[config.mk]
export PLATFORM = sky130hd
export DESIGN_NAME = rv32i_mem_arbiter
export DESIGN_NICKNAME = d
export VERILOG_FILES = /design/src/rtl/rv32i_mem_arbiter.sv
export SDC_FILE = /design/constraint.sdc
export NUM_CORES = 1
export LEC_CHECK = 0
export CORE_AREA = 2 2 148 150
export CTS_CLUSTER_DIAMETER = 100
export DETAILED_ROUTE_END_ITERATION = 6
export DIE_AREA = 0 0 150 152
export DONT_BUFFER_PORTS = 1
export PLACE_DENSITY_LB_ADDON = 0.25
export SYNTH_ARGS = -nofsm -noshare
export SYNTH_HDL_FRONTEND = slang
export SYNTH_SLANG_ARGS = --single-unit
[constraint.sdc]
create_clock -name clk -period 2.3 [get_ports clk]
set_input_delay 0.23 -clock clk [delete_from_list [all_inputs] [get_ports clk]]
set_output_delay 0.23 -clock clk [all_outputs]
set_load 0.03 [all_outputs]
[src/rtl/rv32i_mem_arbiter.sv]
// rv32i_mem_arbiter: round-robin arbiter that shares a single-port synchronous
// memory between instruction fetch (I), CPU load/store (D) and an external
// loader/debug master (X). One access is in flight at a time; the granted
// requester gets a one-cycle ack when the fixed-latency read data is valid.
module rv32i_mem_arbiter #(
    parameter int MEM_LAT       = 1,
    parameter int RR_RESET_LAST = 2
) (
    input  logic        clk,
    input  logic        reset,
    // instruction fetch port (read-only)
    input  logic        i_req,
    input  logic [31:0] i_addr,
    output logic [31:0] i_rdata,
    output logic        i_ack,
    // CPU data port
    input  logic        d_req,
    input  logic        d_we,
    input  logic [3:0]  d_be,
    input  logic [31:0] d_addr,
    input  logic [31:0] d_wdata,
    output logic [31:0] d_rdata,
    output logic        d_ack,
    // external master port
    input  logic        x_req,
    input  logic        x_we,
    input  logic [3:0]  x_be,
    input  logic [31:0] x_addr,
    input  logic [31:0] x_wdata,
    output logic [31:0] x_rdata,
    output logic        x_ack,
    // memory macro side
    output logic        mem_en,
    output logic        mem_we,
    output logic [3:0]  mem_be,
    output logic [29:0] mem_addr,
    output logic [31:0] mem_wdata,
    input  logic [31:0] mem_rdata,
    // status
    output logic [2:0]  gnt,
    output logic        busy
);

    typedef enum logic [1:0] {
        ST_IDLE  = 2'd0,
        ST_ISSUE = 2'd1,
        ST_WAIT  = 2'd2
    } state_e;

    localparam logic [2:0] LAT_C       = 3'(MEM_LAT);
    localparam logic [1:0] LAST_INIT_C = 2'(RR_RESET_LAST);

    state_e      state_q, state_d;
    logic [2:0]  gnt_q, gnt_d;
    logic [1:0]  last_q, last_d;
    logic [2:0]  cnt_q, cnt_d;

    logic [2:0]  req_vec_s;
    logic [2:0]  pick_idle_s;
    logic [2:0]  pick_rearb_s;
    logic        ack_cycle_s;
    logic        sel_we_s;
    logic [3:0]  sel_be_s;
    logic [31:0] sel_addr_s;
    logic [31:0] sel_wdata_s;
    logic        unused_s;

    // Round-robin pick: search starts one past the last winner and wraps.
    function automatic logic [2:0] rr_pick(input logic [2:0] req, input logic [1:0] last);
        logic [2:0] res;
        logic [1:0] c0;
        logic [1:0] c1;
        logic [1:0] c2;
        res = 3'b000;
        case (last)
            2'd0:    begin c0 = 2'd1; c1 = 2'd2; c2 = 2'd0; end
            2'd1:    begin c0 = 2'd2; c1 = 2'd0; c2 = 2'd1; end
            default: begin c0 = 2'd0; c1 = 2'd1; c2 = 2'd2; end
        endcase
        if (req[c0]) begin
            res[c0] = 1'b1;
        end else if (req[c1]) begin
            res[c1] = 1'b1;
        end else if (req[c2]) begin
            res[c2] = 1'b1;
        end else begin
            res = 3'b000;
        end
        return res;
    endfunction

    // One-hot grant to requester index (0=I, 1=D, 2=X).
    function automatic logic [1:0] onehot_idx(input logic [2:0] g);
        logic [1:0] idx;
        if (g[2]) begin
            idx = 2'd2;
        end else if (g[1]) begin
            idx = 2'd1;
        end else begin
            idx = 2'd0;
        end
        return idx;
    endfunction

    assign req_vec_s    = {x_req, d_req, i_req};
    assign pick_idle_s  = rr_pick(req_vec_s, last_q);
    // the requester just acked sits out this arbitration round
    assign pick_rearb_s = rr_pick(req_vec_s & ~gnt_q, last_q);
    assign ack_cycle_s  = (state_q == ST_WAIT) && (cnt_q == 3'd1);
    // word address only: byte offset bits of the request addresses are ignored
    assign unused_s     = ^{i_addr[1:0], d_addr[1:0], x_addr[1:0], sel_addr_s[1:0]};

    // State, grant, round-robin pointer and latency counter registers.
    always_ff @(posedge clk or posedge reset) begin
        if (reset) begin
            state_q <= ST_IDLE;
            gnt_q   <= 3'b000;
            last_q  <= LAST_INIT_C;
            cnt_q   <= 3'd0;
        end else begin
            state_q <= state_d;
            gnt_q   <= gnt_d;
            last_q  <= last_d;
            cnt_q   <= cnt_d;
        end
    end

    // Next-state: arbitrate in IDLE and on the ACK edge, count latency in WAIT.
    always_comb begin
        state_d = state_q;
        gnt_d   = gnt_q;
        last_d  = last_q;
        cnt_d   = cnt_q;
        case (state_q)
            ST_IDLE: begin
                if (pick_idle_s != 3'b000) begin
                    gnt_d   = pick_idle_s;
                    last_d  = onehot_idx(pick_idle_s);
                    state_d = ST_ISSUE;
                end else begin
                    gnt_d   = 3'b000;
                end
            end
            ST_ISSUE: begin
                cnt_d   = LAT_C;
                state_d = ST_WAIT;
            end
            ST_WAIT: begin
                if (cnt_q == 3'd1) begin
                    cnt_d = 3'd0;
                    if (pick_rearb_s != 3'b000) begin
                        gnt_d   = pick_rearb_s;
                        last_d  = onehot_idx(pick_rearb_s);
                        state_d = ST_ISSUE;
                    end else begin
                        gnt_d   = 3'b000;
                        state_d = ST_IDLE;
                    end
                end else begin
                    cnt_d = cnt_q - 3'd1;
                end
            end
            default: begin
                state_d = ST_IDLE;
                gnt_d   = 3'b000;
                cnt_d   = 3'd0;
            end
        endcase
    end

    // Request mux steered by the registered grant; fetch is always a read.
    always_comb begin
        sel_we_s    = 1'b0;
        sel_be_s    = 4'b1111;
        sel_addr_s  = 32'h0000_0000;
        sel_wdata_s = 32'h0000_0000;
        case (gnt_q)
            3'b001: begin
                sel_addr_s  = i_addr;
            end
            3'b010: begin
                sel_we_s    = d_we;
                sel_be_s    = d_be;
                sel_addr_s  = d_addr;
                sel_wdata_s = d_wdata;
            end
            3'b100: begin
                sel_we_s    = x_we;
                sel_be_s    = x_be;
                sel_addr_s  = x_addr;
                sel_wdata_s = x_wdata;
            end
            default: begin
                sel_we_s    = 1'b0;
            end
        endcase
    end

    assign mem_en    = (state_q == ST_ISSUE);
    assign mem_we    = mem_en & sel_we_s;
    assign mem_be    = mem_we ? sel_be_s : 4'b1111;
    assign mem_addr  = sel_addr_s[31:2];
    assign mem_wdata = sel_wdata_s;

    assign i_ack   = ack_cycle_s & gnt_q[0];
    assign d_ack   = ack_cycle_s & gnt_q[1];
    assign x_ack   = ack_cycle_s & gnt_q[2];
    assign i_rdata = i_ack ? mem_rdata : 32'h0000_0000;
    assign d_rdata = d_ack ? mem_rdata : 32'h0000_0000;
    assign x_rdata = x_ack ? mem_rdata : 32'h0000_0000;

    assign gnt  = gnt_q;
    assign busy = (state_q == ST_ISSUE) || (state_q == ST_WAIT);

endmodule

; ---- Word level (Yosys, flattened, before mapping)
; Cells that the tools add are included.
[word_totals]
output_inout_bits = 171
elab_cells = 94
register_bits = 10
[op_classes]
n_reduce_logical = 13
eq_ne = 10
n_mux = 53
magnitude_cmp = 6
bitwise_logic = 7
n_addsub = 1
[op_table]
columns = op, n
row1 = $mux W32, 3
row2 = $pmux W32 S3, 1
row3 = $pmux W32 S2, 1
row4 = $mux W3, 10
row5 = $pmux W3 S3, 2
row6 = $pmux W2 S2, 4
row7 = $mux W2, 7
row8 = $bmux W1 S2, 6
row9 = $mux W1, 12
row10 = $lt A2 B3 Y1 const B, 3
row11 = $pmux W4 S2, 1
row12 = $demux W1 S2, 3
row13 = $eq A3 B1 Y1 const B, 2
row14 = $ge A2 B1 Y1 const B, 3
row15 = $ne A2 B2 Y1 const B, 3
row16 = $pmux W2 S3, 1
row17 = $reduce_bool A3 Y1, 2
row18 = $and A1 B1 Y1, 4
row19 = $eq A2 B1 Y1 const B, 2
row20 = $logic_and A1 B1 Y1, 4
row21 = $logic_not A2 Y1, 2
row22 = $mux W4, 1
row23 = $reduce_and A2 Y1, 2
row24 = $reduce_and A4 Y1, 1
row25 = 10 further kinds, 10

; ---- Logic depth before layout (Yosys ltp)
; Gate-level depths: netlist of run 1.
[depth]
ltp_word = 14
ltp_mapped = 7
ltp_nobuf = 6

; ---- Worst setup path after synthesis of run 1
; Ideal clock, no wire load.
[synth_timing]
path_type = flip-flop to output port
startpoint = register gnt_q[2], in the netlist gnt[2]
endpoint = output port mem_addr[0]
t_arrival_ns = 1.995
path_stages_with_launch = 6
slack_ns = 0.075
path_cell_list = dfrtp_1 buf_2 nor2b_1 buf_2 a22oi_1 o21ai_0
[synth_between]
elab_chain_cells = 2
elab_cells_between_ends = 4
[synth_lines]
columns = element, line_no
row1 = start: declaration, 54  ; logic [2:0] gnt_q, gnt_d;
row2 = start signal: assignment, 122  ; gnt_q <= gnt_d;
row3 = $eq A3 B3 Y1 (tied with other cells), 177  ; case (gnt_q)
row4 = $pmux W32 S3 (*), 177
row5 = end: declaration, 36  ; output logic [29:0] mem_addr,
; Mark *: on every way between the ends. The rest lies on a longest branch, timed or not.

; ---- Final worst setup path of run 1
[layout_timing]
startpoint = register state_q[1]
endpoint = output port mem_be[3]
[layout_between]
elab_chain_cells = 3
[layout_lines]
columns = element, line_no
row1 = start: declaration, 53  ; state_e state_q, state_d;
row2 = start signal: assignment, 121  ; state_q <= state_d;
row3 = $eq A2 B1 Y1, 199  ; assign mem_en = (state_q == ST_ISSUE);
row4 = net mem_en, 33  ; output logic mem_en,
row5 = $and A1 B1 Y1, 200  ; assign mem_we = mem_en & sel_we_s;
row6 = $mux W4, 201  ; assign mem_be = mem_we ? sel_be_s : 4'b1111;
row7 = end: declaration, 35  ; output logic [3:0] mem_be,
; The timed path passes the listed nets, and every way through them passes these cells.

==> impl_results.html, run 1 <==
<table>
<tr><th>Metric</th><th>Value</th></tr>
<tr><th colspan="2">Run status</th></tr>
<tr><td>Result of the run</td><td>completed</td></tr>
<tr><th colspan="2">Clocking</th></tr>
<tr><td>Later-pin clock latency in the skew report</td><td>0.24 ns</td></tr>
<tr><td>Post-cts resize count</td><td>0</td></tr>
<tr><td>H-tree level count</td><td>1</td></tr>
<tr><td>CTS max path bufs</td><td>2</td></tr>
<tr><td>Clock tree from TritonCTS</td><td>yes</td></tr>
<tr><td>Clk sink count</td><td>10</td></tr>
<tr><td>Clock-pin slew reported for the worst setup and hold paths after clock tree synthesis</td><td>0.04 ns</td></tr>
<tr><td>TritonCTS buffer count</td><td>3</td></tr>
<tr><td>Master cell of the clock root buffer</td><td>clkbuf_16</td></tr>
<tr><th colspan="2">Floorplan</th></tr>
<tr><td>CORE AREA</td><td>0.0214 mm²</td></tr>
<tr><td>Number of ports placed on the die boundary</td><td>378</td></tr>
<tr><td>Placement row count</td><td>54</td></tr>
<tr><td>Die footprint</td><td>0.0228 mm²</td></tr>
<tr><td>Chip height</td><td>152 µm</td></tr>
<tr><td>Horizontal die dimension</td><td>roughly 150 µm</td></tr>
<tr><td>Initial cell density of the core</td><td>11.1%</td></tr>
<tr><th colspan="2">Timing</th></tr>
<tr><td>Fraction of the cycle the final worst path needs</td><td>about nine tenths</td></tr>
<tr><td>Post-route worst setup slack</td><td>0.213 ns</td></tr>
<tr><td>Max Freq</td><td>~480 MHz</td></tr>
<tr><td>Unrepaired setup endpoints after global routing</td><td>no</td></tr>
<tr><td>Final setup vio count</td><td>0</td></tr>
<tr><td>Final clock skew</td><td>0.00191 ns</td></tr>
<tr><td>Worst slew margin relative to its limit</td><td>69.5%</td></tr>
<tr><td>Setup Total Neg Slack</td><td>0 ns</td></tr>
<tr><td>Final count of pins violating max slew</td><td>0</td></tr>
<tr><td>Worst slew pin tran</td><td>about 0.46 ns</td></tr>
<tr><td>Number of failing hold endpoints at the final stage</td><td>0</td></tr>
<tr><td>Post-layout minimum cycle time</td><td>roughly 2.1 ns</td></tr>
<tr><th colspan="2">Synthesis</th></tr>
<tr><td>Share of synthesized registers carrying an async set or reset</td><td>100%</td></tr>
<tr><td>Leading register cell type out of synthesis</td><td>dfrtp_1</td></tr>
<tr><td>Flops &amp; latches, synth</td><td>10</td></tr>
<tr><td>Sequential area share after synthesis</td><td>10.6%</td></tr>
<tr><td>Number of standard cells after synthesis</td><td>between 300 and 400</td></tr>
<tr><td>Number of flops mapped to enable cells by yosys</td><td>0</td></tr>
<tr><td>Post-synthesis instance area</td><td>0.00238 mm²</td></tr>
<tr><td>Count of different cell masters after synthesis</td><td>40</td></tr>
<tr><td>Synth Warn #</td><td>0</td></tr>
<tr><td>Average cell area after synthesis</td><td>6.81 µm²</td></tr>
<tr><td>Post-synth net total</td><td>562</td></tr>
<tr><th colspan="2">Layout</th></tr>
<tr><td>Multi-input combinational cell area</td><td>0.00192 mm²</td></tr>
<tr><td>Sequential cell area in the final layout</td><td>around 260 µm²</td></tr>
<tr><td>Synth-to-Final Area Change</td><td>69.5%</td></tr>
<tr><td>Proportion of layout cells with a drive suffix above 1</td><td>between 30% and 40%</td></tr>
<tr><td>Design area</td><td>0.00403 mm²</td></tr>
<tr><td>Layout filler cell count</td><td>2395</td></tr>
<tr><td>Final net count</td><td>between 700 and 800</td></tr>
<tr><td>Core occupancy in the finished layout</td><td>a little under a fifth</td></tr>
<tr><th colspan="2">Power and ir drop</th></tr>
<tr><td>Internal Dissipation</td><td>2.13 mW</td></tr>
<tr><td>Switching Share</td><td>59.5%</td></tr>
<tr><td>Gate power share</td><td>86.4%</td></tr>
<tr><td>Share of power burned in the clock network</td><td>6.0%</td></tr>
<tr><td>Leakage component of the power</td><td>2.17 nW</td></tr>
<tr><td>Power density cells</td><td>1310 mW/mm²</td></tr>
<tr><td>Worst vdd ir</td><td>314 µV</td></tr>
<tr><td>Fraction of power consumed by sequential logic</td><td>7.6%</td></tr>
<tr><td>Power, Total</td><td>5.27 mW</td></tr>
<tr><td>Net switching power</td><td>3.14 mW</td></tr>
<tr><th colspan="2">Critical path</th></tr>
<tr><td>Class of the most critical setup path</td><td>reg2out</td></tr>
<tr><td>Endpoint class of the critical path</td><td>primary output</td></tr>
<tr><td>Maximum fanout count along the critical path</td><td>5</td></tr>
<tr><td>Largest stage delay on the critical path</td><td>approximately 0.45 ns</td></tr>
<tr><td>Count of buffering cells on the critical path with inverters included</td><td>1</td></tr>
<tr><td>Crit-path slowest cell</td><td>a221o_1</td></tr>
<tr><td>Critical Path Start Type</td><td>register</td></tr>
<tr><td>Data required time at the worst endpoint</td><td>2.07 ns</td></tr>
<tr><td>CP arrival</td><td>1.86 ns</td></tr>
<tr><td>Largest delay share family, worst path</td><td>compound AO/OA/AOI/OAI gates</td></tr>
<tr><td>Cells along the critical path</td><td>inv_1 -&gt; ha_1 -&gt; nand2_1 -&gt; a221o_1</td></tr>
<tr><th colspan="2">GRT</th></tr>
<tr><td>GRT Residual Overflow</td><td>0</td></tr>
<tr><td>Total global routing track utilization</td><td>9.76%</td></tr>
<tr><td>First-pass GRT wire length</td><td>17900 µm</td></tr>
<tr><td>Maximum number of pins on one net before global-route repair</td><td>100</td></tr>
<tr><td>Vias in the first global route</td><td>roughly 3400</td></tr>
<tr><td>Initial antenna violation count</td><td>1</td></tr>
<tr><th colspan="2">Job</th></tr>
<tr><td>Number of violations of the max-capacitance limit</td><td>0</td></tr>
<tr><th colspan="2">Route</th></tr>
<tr><td>Iteration-0 DRC count of the detailed router</td><td>232</td></tr>
<tr><td>Drt wl/cell</td><td>16.8 µm</td></tr>
<tr><td>DR pass1 iterations</td><td>5</td></tr>
<tr><td>Overall routed net length</td><td>about 13000 µm</td></tr>
<tr><td>Antenna violation net count after detailed routing</td><td>0</td></tr>
<tr><td>DR vias/cell</td><td>4.57</td></tr>
<tr><td>Total number of vias</td><td>3517</td></tr>
<tr><td>Count of unresolved DRC violations after routing</td><td>0</td></tr>
<tr><th colspan="2">Placed design</th></tr>
<tr><td>Dpl cell area</td><td>0.00394 mm²</td></tr>
<tr><td>Final weighted congestion in routability-driven placement</td><td>0.848</td></tr>
<tr><td>Post-DP HPWL</td><td>10600 µm</td></tr>
<tr><td>I/O Buffers</td><td>0</td></tr>
<tr><td>Worst slack at placement</td><td>0.329 ns</td></tr>
<tr><th colspan="2">Min path</th></tr>
<tr><td>Classification of the worst-slack hold path</td><td>in2reg</td></tr>
</table>
[per-stage QoR]
step | hold slack [ns] | std cells
floorplan | 0.0695 | 349
global placement | 0.125 | 763
detailed placement | 0.140 | 763
CTS | 0.165 | 768
global route | 0.177 | 769
finish | 0.164 | 769
[registers in the layout (all words and copies together) (netlist names)]
name and count:
cnt_q 3, gnt 3, last_q 2, state_q 2
[cells in the mapped netlist (2+ instances only)]
cell type	count	area share, %
a21oi_1	4	0.84
a221o_1	4	1.7
a22o_1	33	12
a22oi_1	31	9.8
a31oi_1	2	0.53
a32o_1	2	0.84
and2_1	4	1.1
and3_1	96	25
buf_2	16	3.4
clkbuf_1	26	4.1
dfrtp_1	9	9.5
ha_1	6	3.2
inv_1	10	1.6
mux2_2	2	0.95
nand2_1	35	5.5
nor2_1	5	0.79
nor2b_1	6	1.6
nor3b_1	2	0.63
nor3b_4	2	1.6
o21ai_0	23	4.8
o21ai_1	9	1.9
o22ai_1	4	1.1
[metal layers]
layer	part of all wire [%]	routed length, µm	track usage (%)
met1	38	4900	11.5
met2	50	6510	18.7
met3	10	1340	1.44
met4	1.2	160	1.48
met5	0	0	0
[final timing paths]
| path | from | cells after the start | slack (ns) | endpoint |
|---|---|---|---|---|
| setup / recovery | state_q[1] | 4 | 0.21 | mem_be[3] |
| hold / removal | i_req | 2 | 0.16 | gnt[0] |
| setup reg to reg | gnt[1] | 5 | 0.39 | last_q[1] |
| hold reg to reg | cnt_q[2] | 1 | 0.53 | cnt_q[2] |
| max in group asynchronous | reset | 2 | 1.52 | last_q[1] |
| min in group asynchronous | reset | 2 | 0.45 | state_q[1] |
[cells in the final DEF, fill, tap and decap left out, types with 2 or more instances in the layout]
cell type	n
buf_4	172
and3_1	96
nand2_1	35
a22o_1	33
a22oi_1	31
o21ai_0	23
inv_1	10
o21ai_1	9
ha_1	6
dfrtp_1	6
nor2_1	5
nor2b_1	4
o22ai_1	4
and2_1	4
a21oi_1	4
a221o_1	4
buf_12	4
nor3b_4	3
clkbuf_16	3
dfrtp_2	3
nor3b_1	2
a32o_1	2
mux2_2	2
a31oi_1	2
nor2b_2	2
[worst reg2reg max path, cell delays in order (launching register included)]
cell,delay (ns)
dfrtp_2,0.46
buf_4,0.33
nor2b_1,0.13
o31ai_1,0.39
a21oi_1,0.17
mux2_1,0.34
[cells by family after synthesis]
logic type | count (synthesis) | synth area share [%]
flip-flops | 10 | 10.6
adder cells (fa/ha/maj) | 6 | 3.16
AO/OA/AOI/OAI | 121 | 36.7
AND/OR/NAND/NOR | 157 | 39.1
multiplexers | 3 | 1.42
buffers and inverters | 52 | 9.06
[power by group through the flow]
stage	logic, mW	registers (mW)	clock network [mW]
4_1_cts	4.59	0.405	0.319
5_1_grt	4.89	0.420	0.334
3_3_place_gp	4.50	0.397	0
6_report	4.55	0.399	0.317
2_1_floorplan	3.03	0.393	0
3_5_place_dp	4.58	0.405	0
[final cells by class]
| class | count | area share (%) |
|---|---|---|
| Multi-Input combinational cell | 287 | 47.7 |
| Timing Repair Buffer | 177 | 34.3 |
| Tap cell | 280 | 8.70 |
| Sequential cell | 10 | 6.34 |
| Clock buffer | 4 | 1.96 |
| Inverter | 10 | 0.932 |
| Antenna cell | 1 | 0.0622 |
[what timing repair did]
item,in CTS,in global routing
buffers inserted,0,0
hold buffers,1,0
endpoints found under the hold margin,9,0
No activity file was read; power rests on OpenSTA's default activity.
==> inputs of run 2 (changes only) <==
--- a/config.mk
+++ b/config.mk
@@ -5,10 +5,10 @@
 export SDC_FILE = /design/constraint.sdc
 export NUM_CORES = 1
 export LEC_CHECK = 0
-export CORE_AREA = 2 2 148 150
+export CORE_AREA = 2 2 147 149
 export CTS_CLUSTER_DIAMETER = 100
 export DETAILED_ROUTE_END_ITERATION = 6
-export DIE_AREA = 0 0 150 152
+export DIE_AREA = 0 0 149 151
 export DONT_BUFFER_PORTS = 1
 export PLACE_DENSITY_LB_ADDON = 0.25
 export SYNTH_ARGS = -nofsm -noshare
==> run 2 against run 1 <==
  * Clock power shrank 2%
  * Count of clock-buffer cells in the layout stayed put
  * Largest power group unchanged
  * Sequential power is 16% higher
  * Via count down 3.8%
  * Global-route usage down 0.51 points
  * Die area decreased by 1.3%
  * Clock skew decreased by 0.00099 ns
  * Combinational power is 2% lower
  * First-iteration DRC count shrank 1.7%
  * Worst setup slack lost 0.010 ns
  * Cell area fell by 0.16%
==> impl_results.html, run 2 (synthesis gave the netlist of run 1 again) <==
<table>
<tr><th>Metric</th><th>Value</th></tr>
<tr><th colspan="2">Critical path</th></tr>
<tr><td>Cells along the critical path</td><td>nor2b_2 -&gt; buf_4 -&gt; buf_4 -&gt; a22oi_1 -&gt; o21ai_0 -&gt; buf_4</td></tr>
<tr><td>Largest stage delay on the critical path</td><td>0.58 ns (+0.13 ns)</td></tr>
<tr><td>Critical Path Most Common Cell</td><td>buf_4</td></tr>
<tr><td>CP arrival</td><td>1.87 ns (about the same)</td></tr>
<tr><td>Class of the most critical setup path</td><td>reg2out</td></tr>
<tr><td>Data required time at the worst endpoint</td><td>2.07 ns (about the same)</td></tr>
<tr><td>Largest delay share family, worst path</td><td>buffers and inverters</td></tr>
<tr><td>Count of buffering cells on the critical path with inverters included</td><td>3 (+2)</td></tr>
<tr><td>Endpoint class of the critical path</td><td>primary output</td></tr>
<tr><td>Maximum fanout count along the critical path</td><td>19 (+14)</td></tr>
<tr><td>Crit-path slowest cell</td><td>dfrtp_4</td></tr>
<tr><td>Critical Path Start Type</td><td>register</td></tr>
<tr><th colspan="2">Timing</th></tr>
<tr><td>Final count of pins violating max slew</td><td>0 (unchanged)</td></tr>
<tr><td>Number of failing hold endpoints at the final stage</td><td>0 (unchanged)</td></tr>
<tr><td>Final clock skew</td><td>0.000921 ns (-0.000986 ns)</td></tr>
<tr><td>Post-layout minimum cycle time</td><td>2.10 ns (+0.0105 ns)</td></tr>
<tr><td>Post-Route Hold Slack</td><td>0.178 ns (+0.0143 ns)</td></tr>
<tr><td>Unrepaired setup endpoints after global routing</td><td>no</td></tr>
<tr><td>Max Freq</td><td>477 MHz (-0.50%)</td></tr>
<tr><td>Worst slew margin relative to its limit</td><td>70.8% (+1.2 points)</td></tr>
<tr><td>Setup Total Neg Slack</td><td>0 ns (unchanged)</td></tr>
<tr><td>Fraction of the cycle the final worst path needs</td><td>91.2% (+0.46 points)</td></tr>
<tr><td>Worst slew pin tran</td><td>0.439 ns (-0.0183 ns)</td></tr>
<tr><td>Final setup vio count</td><td>0 (unchanged)</td></tr>
<tr><th colspan="2">Floorplan</th></tr>
<tr><td>Placement row count</td><td>53 (-1.9%)</td></tr>
<tr><td>CORE AREA</td><td>0.0208 mm² (-2.5%)</td></tr>
<tr><td>Chip height</td><td>151 µm (-0.66%)</td></tr>
<tr><td>Number of ports placed on the die boundary</td><td>378 (unchanged)</td></tr>
<tr><td>Horizontal die dimension</td><td>149 µm (-0.67%)</td></tr>
<tr><td>Initial cell density of the core</td><td>11.4% (+0.28 points)</td></tr>
<tr><td>Die footprint</td><td>0.0225 mm² (-1.3%)</td></tr>
<tr><th colspan="2">Route</th></tr>
<tr><td>DR vias/cell</td><td>4.43 (-3.1%)</td></tr>
<tr><td>Count of unresolved DRC violations after routing</td><td>0 (unchanged)</td></tr>
<tr><td>Overall routed net length</td><td>12500 µm (-3.1%)</td></tr>
<tr><td>Total number of vias</td><td>3382 (-3.8%)</td></tr>
<tr><td>Drt wl/cell</td><td>16.4 µm (-2.3%)</td></tr>
<tr><td>Antenna violation net count after detailed routing</td><td>0 (unchanged)</td></tr>
<tr><td>DR pass1 iterations</td><td>4 (-1)</td></tr>
<tr><td>Iteration-0 DRC count of the detailed router</td><td>228 (-1.7%)</td></tr>
<tr><th colspan="2">GRT</th></tr>
<tr><td>Initial antenna violation count</td><td>0 (-1)</td></tr>
<tr><td>GRT Residual Overflow</td><td>0 (unchanged)</td></tr>
<tr><td>First-pass GRT wire length</td><td>16800 µm (-6.2%)</td></tr>
<tr><td>Total global routing track utilization</td><td>9.25% (-0.51 points)</td></tr>
<tr><td>Maximum number of pins on one net before global-route repair</td><td>100 (unchanged)</td></tr>
<tr><td>Vias in the first global route</td><td>3006 (-10%)</td></tr>
<tr><th colspan="2">Layout</th></tr>
<tr><td>Most frequent cells in the layout</td><td>buf_4, and3_1, nand2_1, a22o_1, a22oi_1</td></tr>
<tr><td>Proportion of layout cells with a drive suffix above 1</td><td>39.3% (unchanged)</td></tr>
<tr><td>Finished Layout Cells</td><td>763 (-0.78%)</td></tr>
<tr><td>Synth-to-Final Area Change</td><td>69.2%</td></tr>
<tr><td>Core occupancy in the finished layout</td><td>19.3% (+0.45 points)</td></tr>
<tr><td>Sequential cell area in the final layout</td><td>258 µm² (+0.98%)</td></tr>
<tr><td>Multi-input combinational cell area</td><td>0.00192 mm² (unchanged)</td></tr>
<tr><td>Layout filler cell count</td><td>2350 (-1.9%)</td></tr>
<tr><td>Count of antenna diodes in the layout</td><td>0 (-1)</td></tr>
<tr><td>Most frequent standard cell in the layout excluding fill and tap cells</td><td>buf_4</td></tr>
<tr><td>Final net count</td><td>702 (unchanged)</td></tr>
<tr><th colspan="2">Clocking</th></tr>
<tr><td>Master cell of the clock root buffer</td><td>clkbuf_16</td></tr>
<tr><td>Clock-pin slew reported for the worst setup and hold paths after clock tree synthesis</td><td>0.04 ns (about the same)</td></tr>
<tr><td>CTS max path bufs</td><td>2 (unchanged)</td></tr>
<tr><td>Post-CTS setup repair buffer count</td><td>0 (unchanged)</td></tr>
<tr><td>Clk sink count</td><td>10 (unchanged)</td></tr>
<tr><td>H-tree level count</td><td>1 (unchanged)</td></tr>
<tr><td>TritonCTS buffer count</td><td>3 (unchanged)</td></tr>
<tr><td>Later-pin clock latency in the skew report</td><td>0.23 ns (about the same)</td></tr>
<tr><td>Clock tree from TritonCTS</td><td>yes</td></tr>
<tr><th colspan="2">Min path</th></tr>
<tr><td>Classification of the worst-slack hold path</td><td>in2reg</td></tr>
<tr><th colspan="2">Placed design</th></tr>
<tr><td>Final weighted congestion in routability-driven placement</td><td>0.784 (-7.5%)</td></tr>
<tr><td>I/O Buffers</td><td>0 (unchanged)</td></tr>
<tr><td>Number of placed instances with taps included</td><td>758 (-0.66%)</td></tr>
<tr><td>Post-DP HPWL</td><td>10100 µm (-4.2%)</td></tr>
<tr><th colspan="2">Power and ir drop</th></tr>
<tr><td>Power, Total</td><td>5.23 mW (-0.74%)</td></tr>
<tr><td>Power density cells</td><td>1300 mW/mm² (-0.59%)</td></tr>
<tr><td>Leakage component of the power</td><td>2.17 nW (about the same)</td></tr>
<tr><td>Worst vdd ir</td><td>383 µV (+22%)</td></tr>
<tr><th colspan="2">Run status</th></tr>
<tr><td>Result of the run</td><td>completed</td></tr>
<tr><th colspan="2">Job</th></tr>
<tr><td>Number of violations of the max-capacitance limit</td><td>0 (unchanged)</td></tr>
</table>
[run 2: final cells by class]
type / count / area share [%]
multi-input cells: 287 / 47.8
repair buffers: 177 / 34.4
well taps: 275 / 8.56
flip-flops and latches: 10 / 6.41
clock buffers: 4 / 1.96
inverters: 10 / 0.934
[run 2: per-layer routing]
layer  GRT usage, %  part of all wire [%]  routed length [µm]
met1           11.6                    39                4910
met2           16.8                    53                6580
met3           1.84                   7.9                 994
met4           1.14                  0.25                  31
met5              0                     0                   0
[run 2: final timing paths]
check / start / end / slack, ns / cells after the start
max: gnt[2] / mem_addr[13] / 0.20 / 6
min: i_req / gnt[0] / 0.18 / 2
max reg2reg: gnt[1] / last_q[1] / 0.40 / 5
min reg2reg: cnt_q[2] / cnt_q[2] / 0.53 / 1
max in group asynchronous: reset / gnt[2] / 1.53 / 2
min in group asynchronous: reset / cnt_q[0] / 0.44 / 2
[run 2: report_power, final]
group          internal [mW]  total [mW]  switching, mW
Clock                  0.232       0.311         0.0784
Combinational           1.62        4.46           2.84
Sequential             0.274       0.461          0.187
[run 2: stage by stage]
stage	instance area, µm²	setup WS, ns
after floorplan	2380	0.0754
after global placement	3930	0.369
after detailed placement	3930	0.343
after CTS	4020	0.0889
after global routing	4020	0.0409
final	4020	0.202
[run 2: what timing repair did]
| item | 4_1_cts | 5_1_grt |
|---|---|---|
| gates resized for setup | 0 | 1 |
| hold buffers | 1 | 0 |
| endpoints found under the setup margin | 0 | 2 |
| endpoints found under the hold margin | 9 | 0 |
[run 2: worst reg2reg max path: stages, from the launching register on]
cell and delay (ns):
dfrtp_2 0.47, buf_4 0.36, nor2b_1 0.14, o31ai_1 0.36, a21oi_1 0.16, mux2_1 0.34
